## src/rtl/out_arb.sv

```systemverilog
// out_arb: output-channel arbiter for one physical router output.
// Grants one of five input ports, holds the grant until the packet tail
// (or until the winner drops its request), and tracks downstream credits.
// Optional macro OARB_RR_EN selects round-robin arbitration; when it is
// undefined, arbitration is fixed priority with the lowest index winning.
module out_arb #(
  parameter int ROUTERID = 0,
  parameter int PCHID    = 0,
  parameter int BUFDEPTH = 4
) (
  input  logic       clk,
  input  logic       rst_,
  input  logic [4:0] req,
  input  logic [4:0] send,
  input  logic [4:0] tail,
  input  logic       crd_in,
  output logic [4:0] grt,
  output logic [2:0] sel,
  output logic [2:0] crd_cnt,
  output logic       crd_avail,
  output logic       err
);

  localparam logic [2:0] DEPTH  = 3'(BUFDEPTH);
  localparam logic [2:0] NO_SEL = 3'd7;

  // The credit counter is three bits wide, so depth must fit in 1..7.
  if (BUFDEPTH < 1 || BUFDEPTH > 7) begin : g_bad_depth
    $error("out_arb: BUFDEPTH must be in 1..7");
  end

  // Identifiers are tracing labels only and must be non-negative.
  if (ROUTERID < 0 || PCHID < 0) begin : g_bad_id
    $error("out_arb: ROUTERID and PCHID must be non-negative");
  end

  typedef enum logic {
    IDLE = 1'b0,
    LOCK = 1'b1
  } state_t;

  state_t     state;
  logic       locked;
  logic       win_req;
  logic       win_send;
  logic       win_tail;
  logic       xfer;
  logic       rel;
  logic       stray;
  logic       starved;
  logic       at_full;
  logic       overflow;
  logic [2:0] pick_idx;
  logic [4:0] pick_oh;

`ifdef OARB_RR_EN
  logic [2:0] rr_ptr;
`endif

  // In LOCK the grant vector is one-hot on the winner, so masking with it
  // picks out the winner's request, send and tail without indexing by sel.
  assign locked    = (state == LOCK);
  assign win_req   = |(req & grt);
  assign win_send  = |(send & grt);
  assign win_tail  = |(tail & grt);
  assign crd_avail = (crd_cnt != 3'd0);

  // A flit only moves when the winner sends and a credit is available.
  assign xfer     = locked & win_send & crd_avail;
  assign rel      = locked & ((xfer & win_tail) | ~win_req);
  assign stray    = |(send & ~grt);
  assign starved  = locked & win_send & ~crd_avail;
  assign at_full  = (crd_cnt == DEPTH);
  assign overflow = crd_in & ~xfer & at_full;

  // Winner search: walk candidates from highest search distance down so the
  // closest requesting port to the search start is the last one written.
  always_comb begin
    logic [2:0] cand;
    cand     = 3'd0;
    pick_idx = 3'd0;
    for (int k = 4; k >= 0; k--) begin
`ifdef OARB_RR_EN
      cand = (rr_ptr >= 3'(5 - k)) ? (rr_ptr - 3'(5 - k)) : (rr_ptr + 3'(k));
`else
      cand = 3'(k);
`endif
      if (req[cand]) begin
        pick_idx = cand;
      end
    end
    pick_oh = 5'(5'd1 << pick_idx);
  end

  // Arbitration FSM: grant on the edge after a request, hold until release,
  // and always pass through IDLE between two grants.
  always_ff @(posedge clk or posedge rst_) begin
    if (rst_) begin
      state  <= IDLE;
      grt    <= 5'd0;
      sel    <= NO_SEL;
`ifdef OARB_RR_EN
      rr_ptr <= 3'd0;
`endif
    end else begin
      case (state)
        IDLE: begin
          if (|req) begin
            state <= LOCK;
            grt   <= pick_oh;
            sel   <= pick_idx;
          end else begin
            grt   <= 5'd0;
            sel   <= NO_SEL;
          end
        end
        LOCK: begin
          if (rel) begin
            state  <= IDLE;
            grt    <= 5'd0;
            sel    <= NO_SEL;
`ifdef OARB_RR_EN
            rr_ptr <= (sel == 3'd4) ? 3'd0 : (sel + 3'd1);
`endif
          end
        end
        default: begin
          state <= IDLE;
          grt   <= 5'd0;
          sel   <= NO_SEL;
        end
      endcase
    end
  end

  // Credit tracking and sticky protocol error: a transfer and a returning
  // credit cancel, overflowing credits are dropped, and misuse sets err.
  always_ff @(posedge clk or posedge rst_) begin
    if (rst_) begin
      crd_cnt <= DEPTH;
      err     <= 1'b0;
    end else begin
      if (xfer && !crd_in) begin
        crd_cnt <= crd_cnt - 3'd1;
      end else if (crd_in && !xfer && !at_full) begin
        crd_cnt <= crd_cnt + 3'd1;
      end
      if (stray || starved || overflow) begin
        err <= 1'b1;
      end
    end
  end

endmodule
```

## config.mk

```make
export PLATFORM = sky130hd
export DESIGN_NAME = out_arb
export DESIGN_NICKNAME = d
export VERILOG_FILES = /design/src/rtl/out_arb.sv
export SDC_FILE = /design/constraint.sdc
export NUM_CORES = 1
export LEC_CHECK = 0
export CAP_MARGIN = 30
export CELL_PAD_IN_SITES_DETAIL_PLACEMENT = 1
export CELL_PAD_IN_SITES_GLOBAL_PLACEMENT = 1
export CORE_MARGIN = 2
export CORE_UTILIZATION = 32
export DETAILED_ROUTE_END_ITERATION = 8
export PLACE_DENSITY_LB_ADDON = 0.12
export SLEW_MARGIN = 20
export SYNTH_ARGS = -nofsm -noshare
export SYNTH_HDL_FRONTEND = slang
export SYNTH_SLANG_ARGS = --single-unit
```

## constraint.sdc

```tcl
create_clock -name clk -period 3.2 [get_ports clk]
set_clock_uncertainty 0.15 [all_clocks]
set_input_delay 0.64 -clock clk [delete_from_list [all_inputs] [get_ports clk]]
set_output_delay 0.64 -clock clk [all_outputs]
set_load 0.02 [all_outputs]
```

==> impl_table.tex, run 1 <==
\begin{tabular}{lr}
\hline
Metric & Value \\
\hline
\multicolumn{2}{l}{\textbf{Placement}} \\
\quad Placement-stage cell area & between 1000 and 1500 um\^{}2 \\
\quad Final HPWL DP & 1.93 mm \\
\quad Instance count after placement with tap cells included & $\sim$160 \\
\quad Place WS & 0.0772 ns \\
\quad Final RePlAce weighted congestion & 0.851 \\
\quad Count of port buffers added during placement & 30 \\
\multicolumn{2}{l}{\textbf{Clock tree}} \\
\quad Deepest clock path buffer count & 2 \\
\quad Total CTS buffers & 3 \\
\quad Clock slew at reported path FFs & about 0.090 ns \\
\quad Clock root buffer & sky130\_fd\_sc\_hd\_\_clkbuf\_4 \\
\quad Worst-skew pair later-pin latency & 0.27 ns \\
\quad Total setup buffers inserted after CTS & 0 \\
\quad Hold buffer count at CTS & 0 \\
\quad Total clock sinks & 13 \\
\quad CTS tree & done \\
\quad Post-cts resize count & 0 \\
\quad Depth of the CTS H-tree & 1 \\
\multicolumn{2}{l}{\textbf{Timing}} \\
\quad Final slew viol count & 0 \\
\quad Hold Fails Final Rpt & 0 \\
\quad Worst-case headroom to the max-slew limit & 0.659 \\
\quad Ratio of final minimum period to clock period & 0.894 \\
\quad Max Clk Rate & 350 MHz \\
\quad Min setup slack post-route & 0.340 ns \\
\quad Transition at the pin with the smallest max-transition slack & roughly 0.5 ns \\
\quad Time the final worst path needs with I/O delays and setup & 2.86 ns \\
\quad Setup repair after global routing missed its margin & no \\
\quad Total negative slack for setup checks & 0 ns \\
\quad Final setup viols & 0 \\
\multicolumn{2}{l}{\textbf{Yosys}} \\
\quad Unique cell type count in the Yosys netlist & 39 \\
\quad Prevailing post-synth register cell & sky130\_fd\_sc\_hd\_\_dfrtp\_1 \\
\quad Sequential share of the synthesized area & 0.383 \\
\quad Number of register bits inferred by synthesis & 13 \\
\quad Gate count of the mapped netlist & 93 \\
\quad Share of synthesized flip-flops with an asynchronous set or reset & 1.00 \\
\quad Count of flip-flops with a built-in enable after synthesis & 0 \\
\quad Cell area after synthesis & 862 um\^{}2 \\
\quad Count of yosys warnings during synthesis & 0 \\
\quad Synthesized net count & 112 \\
\quad Post-synthesis area per instance & 9.27 um\^{}2 \\
\multicolumn{2}{l}{\textbf{Global route}} \\
\quad Vias in the first global route & 950 \\
\quad Total routing usage reported by global routing & 0.176 \\
\quad Wire length of the first global-routing pass & 4.44 mm \\
\quad Pin count of the biggest net entering global routing & 14 \\
\quad Total congestion overflow & 0 \\
\quad Number of antenna violations at the first check in global routing & 0 \\
\multicolumn{2}{l}{\textbf{Final layout}} \\
\quad Total Nets Final & around 150 \\
\quad Post-layout instance count excluding filler cells & 159 \\
\quad Post-layout util & 0.495 \\
\quad Fraction of layout instances using a drive strength above 1 & 0.155 \\
\quad Synth-to-layout area growth & 44.8\% \\
\quad Post-route cell area & 1250 um\^{}2 \\
\quad Diode insertion count for antenna repair & 0 \\
\multicolumn{2}{l}{\textbf{Critical path}} \\
\quad List of cells traversed by the critical path & clkdlybuf4s50\_1 -> a222oi\_1 -> a21o\_2 -> or3\_2 -> fa\_1 -> nor2b\_1 -> mux2\_1 -> mux2i\_1 \\
\quad Critical path data arrival time & about 2.9 ns \\
\quad Max stage delay on crit path & about 0.5 ns \\
\quad Critical path endpoint category & flip-flop \\
\quad Slowest stage cell, crit path & sky130\_fd\_sc\_hd\_\_clkdlybuf4s50\_1 \\
\quad Crit start category & input pin \\
\quad Reg2reg setup slack & 0.70 ns \\
\quad Worst Path Max Fanout & 2 \\
\quad Critical path type & in2reg \\
\quad Worst path required time & 3.26 ns \\
\multicolumn{2}{l}{\textbf{Detailed routing}} \\
\quad Vias per cell & 5.50 \\
\quad Remaining DRCs & 0 \\
\quad Drt first pass iters & 5 \\
\quad Remaining antenna violation count after routing & 0 \\
\quad Routed len/inst & 15.8 um \\
\quad Vias post-DR & 875 \\
\quad Final Routed Wirelength & 2.52 mm \\
\quad Detailed Route Iter0 Violations & 30 \\
\multicolumn{2}{l}{\textbf{Floorplan}} \\
\quad Io pins & 31 \\
\quad Die outline width & 55.9 um \\
\quad Chip height & 55.9 um \\
\quad Placeable core region & approximately 2500 um\^{}2 \\
\quad Full die area & 3130 um\^{}2 \\
\quad Number of core rows & 18 \\
\quad Initial standard-cell utilization of the core & 0.342 \\
\multicolumn{2}{l}{\textbf{Pwr}} \\
\quad Max rail drop VDD & 424 uV \\
\quad Static Leak & 0.514 nW \\
\quad Power Density & approximately 750 nW/um\^{}2 \\
\multicolumn{2}{l}{\textbf{Hold path}} \\
\quad Hold Path Class & reg2reg \\
\multicolumn{2}{l}{\textbf{Run}} \\
\quad Max Cap Viol & 0 \\
\multicolumn{2}{l}{\textbf{Outcome}} \\
\quad Result of the run & finished, final reports clean \\
\hline
\end{tabular}
-- layout by cell type, fill, tap and decap left out, types with 4 or more instances in the layout --
cell	n
sky130_fd_sc_hd__inv_1	14
sky130_fd_sc_hd__a21oi_1	10
sky130_fd_sc_hd__nor3_1	4
sky130_fd_sc_hd__clkdlybuf4s50_1	30
sky130_fd_sc_hd__nor2_1	5
sky130_fd_sc_hd__buf_4	4
sky130_fd_sc_hd__dfstp_2	4
sky130_fd_sc_hd__dfrtp_1	9
-- per-layer routing --
metal	routed length [um]	GRT usage	part of all wire	up-vias
li1	-	-	-	421
met1	1220	0.248	0.48	426
met2	1160	0.279	0.46	26
met3	120	0.0302	0.048	2
met4	20	0.0510	0.0079	0
met5	0	0	0	-
-- through the flow --
stage	hold slack, ns	power, mW
floorplan	0.340	0.618
global placement	0.295	0.820
detailed placement	0.308	0.833
CTS	0.327	0.948
global route	0.358	1.01
finish	0.320	0.934
-- where the power goes --
part	internal [mW]	total [mW]	switching, mW	leakage (nW)
logic	0.251	0.516	0.265	0.341
registers	0.235	0.314	0.0782	0.155
clock network	0.0462	0.104	0.0581	0.0177
-- layout make-up --
cell class | count | area [um^2]
fill | 311 | 1270
multi-input combinational | 64 | 470
sequential | 13 | 330
timing repair buffer | 34 | 330
inverter | 14 | 52.6
tap | 30 | 37.5
clock buffer | 3 | 22.5
clock inverter | 1 | 5.00
-- worst paths after layout --
kind	from	to	cells after the start
setup / recovery	send[2]	crd_cnt[2]$_DFFE_PP1P_	8
hold / removal	sel[1]$_DFFE_PP1P_	sel[1]$_DFFE_PP1P_	2
setup reg to reg	locked$_DFF_PP0_	crd_cnt[2]$_DFFE_PP1P_	7
hold reg to reg	sel[1]$_DFFE_PP1P_	sel[1]$_DFFE_PP1P_	2
max in group asynchronous	rst_	sel[1]$_DFFE_PP1P_	2
min in group asynchronous	rst_	crd_cnt[1]$_DFFE_PP0P_	2
-- cell usage after synthesis (all sizes together), types with 3 or more instances --
| cell type | count | area, um^2 |
|---|---|---|
| dfrtp | 9 | 225 |
| nor2b | 3 | 18.8 |
| nor3 | 4 | 20.0 |
| a222oi | 3 | 30.0 |
| a21o | 3 | 25.0 |
| dfstp | 4 | 105 |
| a22oi | 4 | 35.0 |
| a22o | 3 | 26.3 |
| a21oi | 12 | 75.1 |
| nor2 | 5 | 18.8 |
| inv | 14 | 52.6 |
-- worst max-delay path: cells and delay by family --
family          cells  cell delay [ns]
fa+ha+maj           1             0.39
compound gates      2             0.36
simple gates        2             0.61
buf+inv             1             0.49
mux                 2             0.42
-- flip-flops by register name, summed over array words and instances (netlist names) --
register	cells
err	1
sel	3
grt	5
crd_cnt	3
locked	1
-- cells by family after synthesis --
kind of cell             share of synthesized area
flip-flops                                   0.383
AO/OA/AOI/OAI                                0.327
AND/OR/NAND/NOR                              0.139
multiplexers                                0.0363
XOR/XNOR                                    0.0203
adder cells (fa/ha/maj)                     0.0232
buffers and inverters                       0.0711
No activity file was read; power rests on OpenSTA's default activity.
==> run 2, diff against run 1 <==
Settings changed: SKIP_CTS_REPAIR_TIMING from default to 1.
==> results of run 2 <==
Same layout as run 1: the final DEF is identical, and so are final timing and power.
